==> config.mk <==
export PLATFORM = sky130hd
export DESIGN_NAME = inv_mix_columns_iter
export DESIGN_NICKNAME = d
export VERILOG_FILES = /design/src/rtl/inv_mix_columns_iter.sv
export SDC_FILE = /design/constraint.sdc
export NUM_CORES = 1
export LEC_CHECK = 0
export ABC_AREA = 0
export CORE_ASPECT_RATIO = 0.9
export CORE_MARGIN = 2
export CORE_UTILIZATION = 30
export CTS_BUF_LIST = sky130_fd_sc_hd__clkbuf_16
export DETAILED_ROUTE_END_ITERATION = 8
export DONT_BUFFER_PORTS = 1
export PLACE_DENSITY_LB_ADDON = 0.15
export SYNTH_ARGS = -nofsm -noshare
export SYNTH_HDL_FRONTEND = slang
export SYNTH_SLANG_ARGS = --single-unit
==> constraint.sdc <==
create_clock -name Clk -period 10.8 [get_ports Clk]
set_clock_uncertainty 0.15 [all_clocks]
set_input_delay 1.08 -clock Clk [delete_from_list [all_inputs] [get_ports Clk]]
set_output_delay 1.08 -clock Clk [all_outputs]
set_load 0.02 [all_outputs]
==> src/rtl/inv_mix_columns_iter.sv <==
// Iterative AES InvMixColumns: one 32-bit column per cycle through a shared column datapath.
// Latency: En accepted at edge N -> Ry pulse and ModifiedText valid after edge N+4; one block per 5 cycles.
// Backpressure: none; En is sampled only when idle, requests during a block are dropped, Ry is a 1-cycle strobe.
module inv_mix_columns_iter (
    input  logic         Clk,
    input  logic         Rst,
    input  logic         En,
    input  logic [127:0] Text,
    output logic         Ry,
    output logic [127:0] ModifiedText
);

    typedef enum logic {
        IDLE = 1'b0,
        BUSY = 1'b1
    } state_t;

    state_t       state;
    state_t       state_nxt;
    logic [1:0]   col;
    logic [127:0] work;
    logic [127:0] acc;
    logic [127:0] acc_nxt;
    logic [31:0]  col_in;
    logic [31:0]  col_out;
    logic         load;
    logic         step;
    logic         done;

    // multiply by 02 in GF(2^8) modulo 0x11B
    function automatic logic [7:0] xtime(input logic [7:0] x);
        return {x[6:0], 1'b0} ^ (x[7] ? 8'h1B : 8'h00);
    endfunction

    // one column of InvMixColumns; row 0 is the most significant byte
    function automatic logic [31:0] inv_mix_col(input logic [31:0] c);
        logic [3:0][7:0] a;
        logic [3:0][7:0] x2;
        logic [3:0][7:0] x4;
        logic [3:0][7:0] x8;
        logic [3:0][7:0] m9;
        logic [3:0][7:0] mb;
        logic [3:0][7:0] md;
        logic [3:0][7:0] me;
        a[0] = c[31:24];
        a[1] = c[23:16];
        a[2] = c[15:8];
        a[3] = c[7:0];
        for (int i = 0; i < 4; i++) begin
            x2[i] = xtime(a[i]);
            x4[i] = xtime(x2[i]);
            x8[i] = xtime(x4[i]);
            m9[i] = x8[i] ^ a[i];
            mb[i] = x8[i] ^ x2[i] ^ a[i];
            md[i] = x8[i] ^ x4[i] ^ a[i];
            me[i] = x8[i] ^ x4[i] ^ x2[i];
        end
        return {me[0] ^ mb[1] ^ md[2] ^ m9[3],
                m9[0] ^ me[1] ^ mb[2] ^ md[3],
                md[0] ^ m9[1] ^ me[2] ^ mb[3],
                mb[0] ^ md[1] ^ m9[2] ^ me[3]};
    endfunction

    // FSM state register; reset discards any block in flight
    always_ff @(posedge Clk or posedge Rst) begin
        if (Rst) begin
            state <= IDLE;
        end else begin
            state <= state_nxt;
        end
    end

    // next state and datapath control strobes
    always_comb begin
        state_nxt = state;
        load      = 1'b0;
        step      = 1'b0;
        done      = 1'b0;
        case (state)
            IDLE: begin
                if (En) begin
                    load      = 1'b1;
                    state_nxt = BUSY;
                end
            end
            BUSY: begin
                step = 1'b1;
                if (col == 2'd3) begin
                    done      = 1'b1;
                    state_nxt = IDLE;
                end
            end
        endcase
    end

    // select current column, transform it, and merge it into the accumulator image
    always_comb begin
        col_in = work[127:96];
        case (col)
            2'd0: col_in = work[127:96];
            2'd1: col_in = work[95:64];
            2'd2: col_in = work[63:32];
            2'd3: col_in = work[31:0];
        endcase
        col_out = inv_mix_col(col_in);
        acc_nxt = acc;
        case (col)
            2'd0: acc_nxt[127:96] = col_out;
            2'd1: acc_nxt[95:64]  = col_out;
            2'd2: acc_nxt[63:32]  = col_out;
            2'd3: acc_nxt[31:0]   = col_out;
        endcase
    end

    // datapath registers; the output only updates on the completion edge
    always_ff @(posedge Clk or posedge Rst) begin
        if (Rst) begin
            col          <= 2'd0;
            work         <= '0;
            acc          <= '0;
            ModifiedText <= '0;
            Ry           <= 1'b0;
        end else begin
            if (load) begin
                work <= Text;
                col  <= 2'd0;
            end
            if (step) begin
                acc <= acc_nxt;
                col <= col + 2'd1;
            end
            Ry <= done;
            if (done) begin
                ModifiedText <= acc_nxt;
            end
        end
    end

endmodule

[After elaboration in Yosys (flattened, before gate mapping)]
Cells that the tools add are included.
Storage, ports and cells
  register bits after elaboration: 388
  input bits: 131
  output and inout bits: 129
Operators by class
  add/subtract/negate cells: 1
  equal/unequal tests: 3
  multiplexer cells: 26
  bitwise gates (word level): 49
  reduce and logical (&&, ||, !) cells: 2
Operators by type and width (count)
  XOR 8 bit: 36
  2-to-1 mux 32 bit: 4
  one-hot mux 32 bit (4 select lines): 1
  XOR 8 x 5 -> 8 bit: 12
  2-to-1 mux 5 bit: 12
  2-to-1 mux 1 bit: 6
  equality test 2 bit (second input constant): 2
  2-to-1 mux 2 bit: 2
  adder 2 x 1 -> 2 bit (second input constant): 1
  equality test 2 x 1 -> 1 bit (second input constant): 1
  zero test 2 bit: 1
  one-hot mux 1 bit (2 select lines): 1
  nonzero test 2 bit: 1
  NOT 1 bit: 1

[Longest topological paths before layout]
Gate-level depths: netlist (run 1).
  word-level depth: 14
  depth in mapped cells: 14

[Least setup slack after synthesis (run 1)]
No wires, ideal clock.
  kind: flip-flop to flip-flop
  start point: reg col[0]
  end point: reg ModifiedText[44]
  library setup time: 70 ps
  data arrival time: 3352 ps
  required time: 10580 ps
  setup slack: 7228 ps
  cell stages (with the launch flop): 14
  clock period less this slack: 3572 ps
  cells stage by stage: dfrtp_1 > inv_1 > ha_1 > buf_6 > a222oi_1 > buf_2 > xor2_2 > xor3_1 > mux2i_1 > xnor3_2 > xnor2_4 > buf_6 > or3_1 > nand3_1
Between the ends
  word-level cells in the longest chain between the ends: 12
  elaborated cells between the ends (all ways): 41
  those cells by class: eq/ne (3); mux (15); bitwise (22); reduce/logical (1)
RTL lines
  start, declared: RTL line 20  | logic [1:0] col;
  start signal, assigned: RTL line 130  | col <= col + 2'd1;
  equality test 2 bit, or another cell as far along: RTL line 88, 99
  one-hot mux 32 bit (4 select lines): RTL line 99  | case (col)
  XOR 8 x 5 -> 8 bit: RTL line 32  | return {x[6:0], 1'b0} ^ (x[7] ? 8'h1B : 8'h00);
  2-to-1 mux 5 bit or XOR 8 x 5 -> 8 bit (tied branches): RTL line 32
  XOR 8 x 5 -> 8 bit or 2-to-1 mux 5 bit (tied branches): RTL line 32
  XOR 8 x 5 -> 8 bit: RTL line 32
  XOR 8 bit (2 in a row): RTL line 55  | md[i] = x8[i] ^ x4[i] ^ a[i];
  XOR 8 bit (3 in a row): RTL line 60  | md[0] ^ m9[1] ^ me[2] ^ mb[3],
  2-to-1 mux 32 bit: RTL line 107  | case (col)
  end signal, assigned: RTL line 134  | ModifiedText <= acc_nxt;
  end, declared: RTL line 10  | output logic [127:0] ModifiedText
Several ways; a longest one is shown, not always the timed one.
A chain may end at the register's enable or synchronous reset.

[Final worst setup path (run 1)]
  start point: reg col[0]
  end point: reg ModifiedText[65]
Between the ends
  word-level cells in the longest chain between the ends: 12
  elaborated cells between the ends (all ways): 41
  those cells by class: eq/ne (3); mux (15); bitwise (22); reduce/logical (1)
RTL lines
  equality test 2 bit, or another cell as far along: RTL line 88, 99
  one-hot mux 32 bit (4 select lines): RTL line 99
  XOR 8 x 5 -> 8 bit: RTL line 32
  2-to-1 mux 5 bit or XOR 8 x 5 -> 8 bit (tied branches): RTL line 32
  XOR 8 x 5 -> 8 bit or 2-to-1 mux 5 bit (tied branches): RTL line 32
  XOR 8 x 5 -> 8 bit: RTL line 32
  XOR 8 bit (on tied branches) (2 in a row): RTL line 54, 55
  XOR 8 bit (3 in a row): RTL line 61  | mb[0] ^ md[1] ^ m9[2] ^ me[3]};
  2-to-1 mux 32 bit: RTL line 107
Several ways; a longest one is shown, not always the timed one.

==> impl_metrics.yaml, run 1 <==
clock_tree:
  cts_num_sinks: 356
  post_cts_resized: 0
  cts_buffers: 43
  cts_max_level: 2
  clk_path_buf_depth: 3
  clk_latency_ns: 0.57
  path_clk_slew_ns: 0.06
  cts_hold_buf: 0
  clockRootBuffer: "clkbuf_16"
  tritoncts: "done"
  cts_setup_buffers: 0
finish:
  syn_to_final_growth_pct: 11.3
  drive_gt1_frac: 0.196
  nets: 1732
  nFillCells: 6255
min_path:
  hold_path.class: "flop to flop"
  hp-start: "acc[110]"
  hold_depth: 2
  min_to: "acc[110]"
critical_path:
  crit_slowest_cell: "clkinv_2"
  critical-path-max-stage-delay_ns: 0.68
  crit_path_start_kind: "flop"
  cp-end-kind: "flop"
  reg2reg_depth: 11
  path_class: "flop to flop"
  rr_endpoint: "ModifiedText[65]"
  critPathMaxFanout: 57
  r2r_slack_ns: 5.71
  arrival_ns: 5.42
  reg2reg_from: "col[0]"
  crit_path_cell_trace: "inv_1 -> ha_2 -> buf_4 -> clkinv_2 -> buf_4 -> a21oi_1 -> xnor3_1 -> xnor2_1 -> xnor2_1 -> mux2i_1 -> o21ai_0"
  crit_required_ns: 11.13
route:
  ant_nets: 0
  wirelength_microns: 57700
  post_drt_wl_per_cell_microns: 23.4
  route.detailed.drc: 0
  vias: 12000
  drtIter0Drc: 841
  drt_first_pass_iters: 6
  vias_per_cell: 4.85
synthesis:
  seq_area_frac_synth: 0.476
  synth_common_cells: "dfrtp_1 (356), xnor2_1 (177), mux2_2 (175)"
  synth_seq_cells: 356
  synthCells: 1650
  synth-main-ff-cell: "dfrtp_1"
  synth_edf_count: 0
  synth_top_cell_area_share: 0.476
  synth_cell_type_count: 44
  syn_avg_cell_area_sq_um: 11.3
  syn_nets: 1786
  ys.warnings.count: 0
  synth_area_sq_um: 18700
  async_reset_ff_frac: 1.00
  yosysTopAreaCell: "dfrtp_1"
  synthTopCellsByArea: "dfrtp_1 (48%), mux2_2 (11%), xnor2_1 (8.3%), xor2_1 (3.9%), mux2i_1 (3.7%)"
  synth_most_common_cell: "dfrtp_1"
die:
  fp-row-count: 86
  io_pins: 260
  coreArea_sq_um: 61400
  dieArea_sq_um: 64400
  die_w_microns: 267
  start_util: 0.304
  dieHeight_microns: 241
timing:
  tightestPinTransition_ns: 1.20
  final.min_clock_period_ns: 5.09
  maxSlewHeadroom: 0.200
  slew_violations: 0
  final-hold-violation-count: 0
  setup_viol: 0
  clock.fmax_mhz: 197
  rsz0062_at_grt: "false"
  fin_crit_sh: 0.471
  setup_tns_ns: 0
grt:
  track_usage: 0.181
  overflow: 0
  grt_pass1_vias: 12400
  grt_max_degree: 158
  grt_first_pass_wirelength_microns: 85700
  antenna_found_initial: 6
flow_run:
  maxCapViolations: 0
status:
  status: "finished, final reports clean"
place:
  io_buffers: 0
  dp_hpwl_microns: 40600
  gp_congestion: 0.865
-- critical path: cells and delay by family (launching register included) --
kind                       cells  cell delay [ns]
muxes                          1             0.19
adders and majority gates      1             0.20
DFF                            1             0.43
AOI/OAI and AO/OA              2             0.77
xor gates and xnor gates       3             1.32
buffers and inverters          4             1.88
-- how the worst max path moves through the flow --
stage,from,endpoint,slack (ns),depth (start not counted)
5_1_grt,col[0],ModifiedText[65],5.36,11
3_5_place_dp,col[0],ModifiedText[65],5.75,11
6_report,col[0],ModifiedText[65],5.71,11
3_3_place_gp,col[0],ModifiedText[65],5.75,11
2_1_floorplan,Rst,ModifiedText[0],4.80,1
4_1_cts,col[0],ModifiedText[65],5.74,11
-- cells in the final DEF, fill, tap and decap left out, types with 4 or more instances in the layout --
cell type,n
a211oi_1,12
a21o_1,38
a21oi_1,70
a21oi_2,5
a222oi_1,32
and2_1,17
and3_1,12
buf_4,42
bufinv_16,5
clkbuf_16,44
clkinv_1,8
clkinv_2,8
dfrtp_1,356
diode_2,7
inv_1,16
mux2_2,175
mux2i_1,70
mux2i_4,4
nand2_1,138
nand3_1,7
nor2_1,62
o2111ai_1,6
o21a_1,13
o21ai_0,138
o21ai_1,17
or3_1,6
xnor2_1,177
xnor2_2,5
xnor3_1,16
xnor3_2,9
xor2_1,84
-- metal layers --
| layer | vias up | routed length, microns | global-route usage |
|---|---|---|---|
| li1 | 5564 | - | - |
| met1 | 6057 | 26900 | 0.249 |
| met2 | 274 | 26400 | 0.288 |
| met3 | 70 | 3320 | 0.0410 |
| met4 | 0 | 1080 | 0.0443 |
| met5 | - | 0 | 0 |
-- registers in the layout, summed over array words and instances (netlist names) --
register / count
ModifiedText: 128
Ry: 1
acc: 96
col: 2
state: 1
work: 128
-- cell type report --
| cell class | count | area, sq um | share of cell area |
|---|---|---|---|
| inverters | 13 | 53.8 | 0.00258 |
| well taps | 836 | 1050 | 0.0502 |
| clock inverters | 31 | 300 | 0.0144 |
| repair buffers | 43 | 335 | 0.0161 |
| diodes | 7 | 17.5 | 0.000841 |
| clock buffers | 44 | 1100 | 0.0529 |
| flip-flops and latches | 356 | 8910 | 0.428 |
| multi-input cells | 1139 | 9060 | 0.435 |
-- metrics by stage --
| stage | hold WS [ns] | utilization | worst slack [ns] | cell area, sq um | instances |
|---|---|---|---|---|---|
| CTS | 0.324 | 0.339 | 5.74 | 20800 | 2462 |
| floorplan | 0.292 | - | 4.80 | 18700 | 1650 |
| global route | 0.344 | 0.339 | 5.36 | 20800 | 2466 |
| global placement | 0.303 | 0.316 | 5.75 | 19400 | 2387 |
| finish | 0.319 | 0.339 | 5.71 | 20800 | 2469 |
| detailed placement | 0.312 | 0.316 | 5.75 | 19400 | 2387 |
-- kinds of logic (layout without fill, tap and decap cells) --
logic type                 Yosys count  count (layout)  synth area share
adders and majority gates            5               5           0.00335
DFF                                356             356             0.476
AOI/OAI and AO/OA                  333             333             0.109
buffers and inverters              155             131            0.0420
and+or+nand+nor                    255             255            0.0577
xor gates and xnor gates           297             297             0.164
other                                0               7                 0
muxes                              249             249             0.148
Power of run 1 is left out: the tool's default activity adds up to more than one toggle a clock period on the data nets, which glitch-free logic cannot reach.
==> inputs of run 2 (changes only) <==
==> constraint.sdc (replaced) <==
create_clock -name Clk -period 4.8 [get_ports Clk]
set_clock_uncertainty 0.15 [all_clocks]
set_input_delay 0.48 -clock Clk [delete_from_list [all_inputs] [get_ports Clk]]
set_output_delay 0.48 -clock Clk [all_outputs]
set_load 0.02 [all_outputs]
==> impl_metrics.yaml, run 2 (same netlist as run 1, synthesis figures left out) <==
grt:
  grt_first_pass_wirelength_microns: 86300
  overflow: 0
  grt_max_degree: 171
  track_usage: 0.181
  grt_pass1_vias: 12800
  antenna_found_initial: 0
finish:
  antenna_cells: 0
  syn_to_final_growth_pct: 19.6
  nets: 1900
  nFillCells: 6163
  final_cell_mix: "dfrtp_1 (356), xnor2_1 (177), mux2_2 (175), nand2_1 (138), o21ai_0 (138)"
  fin_cells: 2629
  final_common_cell: "dfrtp_1"
  finalInstanceArea_sq_um: 22400
  largestRegisters: "ModifiedText x128, work x128, acc x96"
  drive_gt1_frac: 0.197
die:
  fp-row-count: 86
  dieHeight_microns: 241
  die_w_microns: 267
  coreArea_sq_um: 61400
  start_util: 0.304
  io_pins: 260
  dieArea_sq_um: 64400
clock_tree:
  cts_buffers: 43
  cts_max_level: 2
  tritoncts: "done"
  path_clk_slew_ns: 0.06
  clk_latency_ns: 0.57
  clockRootBuffer: "clkbuf_16"
  clk_path_buf_depth: 3
  post_cts_resized: 0
  cts_num_sinks: 356
status:
  status: "finished, final reports clean"
route:
  drt_first_pass_iters: 5
  route.detailed.drc: 0
  drtIter0Drc: 868
  ant_nets: 0
  vias: 12600
  post_drt_wl_per_cell_microns: 22.1
  vias_per_cell: 4.78
  wirelength_microns: 58000
timing:
  fin_crit_sh: 0.888
  final-hold-violation-count: 0
  setup_tns_ns: 0
  rsz0062_at_grt: "false"
  tightestPinTransition_ns: 1.18
  maxSlewHeadroom: 0.208
  final.min_clock_period_ns: 4.26
  setup_viol: 0
  slew_violations: 0
  clock.fmax_mhz: 235
critical_path:
  critPathMaxFanout: 24
  critPathMostFrequentCell: "xnor2_1"
  path_class: "flop to flop"
  arrival_ns: 4.58
  crit_path_start_kind: "flop"
  critical-path-max-stage-delay_ns: 0.78
  crit_slowest_cell: "a222oi_1"
  cp_num_buf_inv: 3
  reg2reg_from: "col[0]"
  r2r_slack_ns: 0.54
  cp-end-kind: "flop"
  reg2reg_depth: 12
  rr_endpoint: "ModifiedText[50]"
  crit_family: "compound AO/OA/AOI/OAI gates"
  crit_required_ns: 5.11
  crit_path_cell_trace: "inv_1 -> ha_4 -> a222oi_1 -> buf_4 -> xor2_1 -> a21oi_1 -> xnor3_1 -> xnor2_1 -> xnor2_1 -> buf_12 -> mux2i_1 -> o21ai_0"
min_path:
  hold_depth: 3
  hp-start: "En"
  hold_path.class: "input pin to flop"
  min_to: "state"
place:
  dp_hpwl_microns: 41500
  dp.cells: 2425
  gp_congestion: 0.891
  post_dp_cell_area_sq_um: 19700
  io_buffers: 0
flow_run:
  maxCapViolations: 0
==> run 2: cell count changes in the layout (fill, tap and decap cells not counted), moves of 2 or more <==
cell and delta:
buf_12 +5, buf_4 +33, bufinv_16 -2, clkinv_1 -3, diode_2 -7, dlygate4sd3_1 +130
inv_1 +5, inv_6 +2
==> run 2: per-layer routing <==
metal	track usage	up-vias	part of all wire
met5	0	-	0
met4	0.0426	0	0.019
met3	0.0317	70	0.051
met2	0.298	285	0.47
met1	0.246	6315	0.46
li1	-	5907	-
==> run 2: what timing repair did <==
action / 4_1_cts / 5_1_grt
endpoints found under the hold margin: 321 / 0
hold buffers: 130 / 0
setup buffers: 0 / 0
==> run 2: metrics by stage <==
stage / worst slack, ns / utilization / hold WS (ns)
after global placement: 0.552 / 0.321 / 0.304
final: 0.537 / 0.364 / 0.286
after floorplan: -0.600 / - / 0.292
after global routing: 0.272 / 0.364 / 0.309
after detailed placement: 0.513 / 0.321 / 0.313
after CTS: 0.499 / 0.364 / 0.291
==> run 2: area by class of cell <==
type | count | area (sq um) | area share
multi-input combinational | 1139 | 9060 | 0.405
clock inverter | 31 | 239 | 0.0107
sequential | 356 | 8910 | 0.398
tap | 836 | 1050 | 0.0468
inverter | 13 | 53.8 | 0.00241
clock buffer | 43 | 1080 | 0.0481
timing repair buffer | 211 | 1980 | 0.0887
==> run 2: worst register-to-register path, delay by kind of cell (launching register included) <==
family,cells,cell delay (ns)
buffers and inverters,3,0.64
xor gates and xnor gates,4,1.23
AOI/OAI and AO/OA,3,1.38
muxes,1,0.07
DFF,1,0.42
adders and majority gates,1,0.29
==> run 2: worst max-delay path by stage <==
stage	end	slack, ns	depth (start not counted)	startpoint
global route	ModifiedText[37]	0.27	10	col[0]
detailed placement	ModifiedText[74]	0.51	11	col[0]
CTS	ModifiedText[74]	0.50	11	col[0]
finish	ModifiedText[50]	0.54	12	col[0]
floorplan	ModifiedText[0]	-0.60	1	Rst
global placement	ModifiedText[74]	0.55	11	col[0]
Power of run 2 is left out for the same reason.
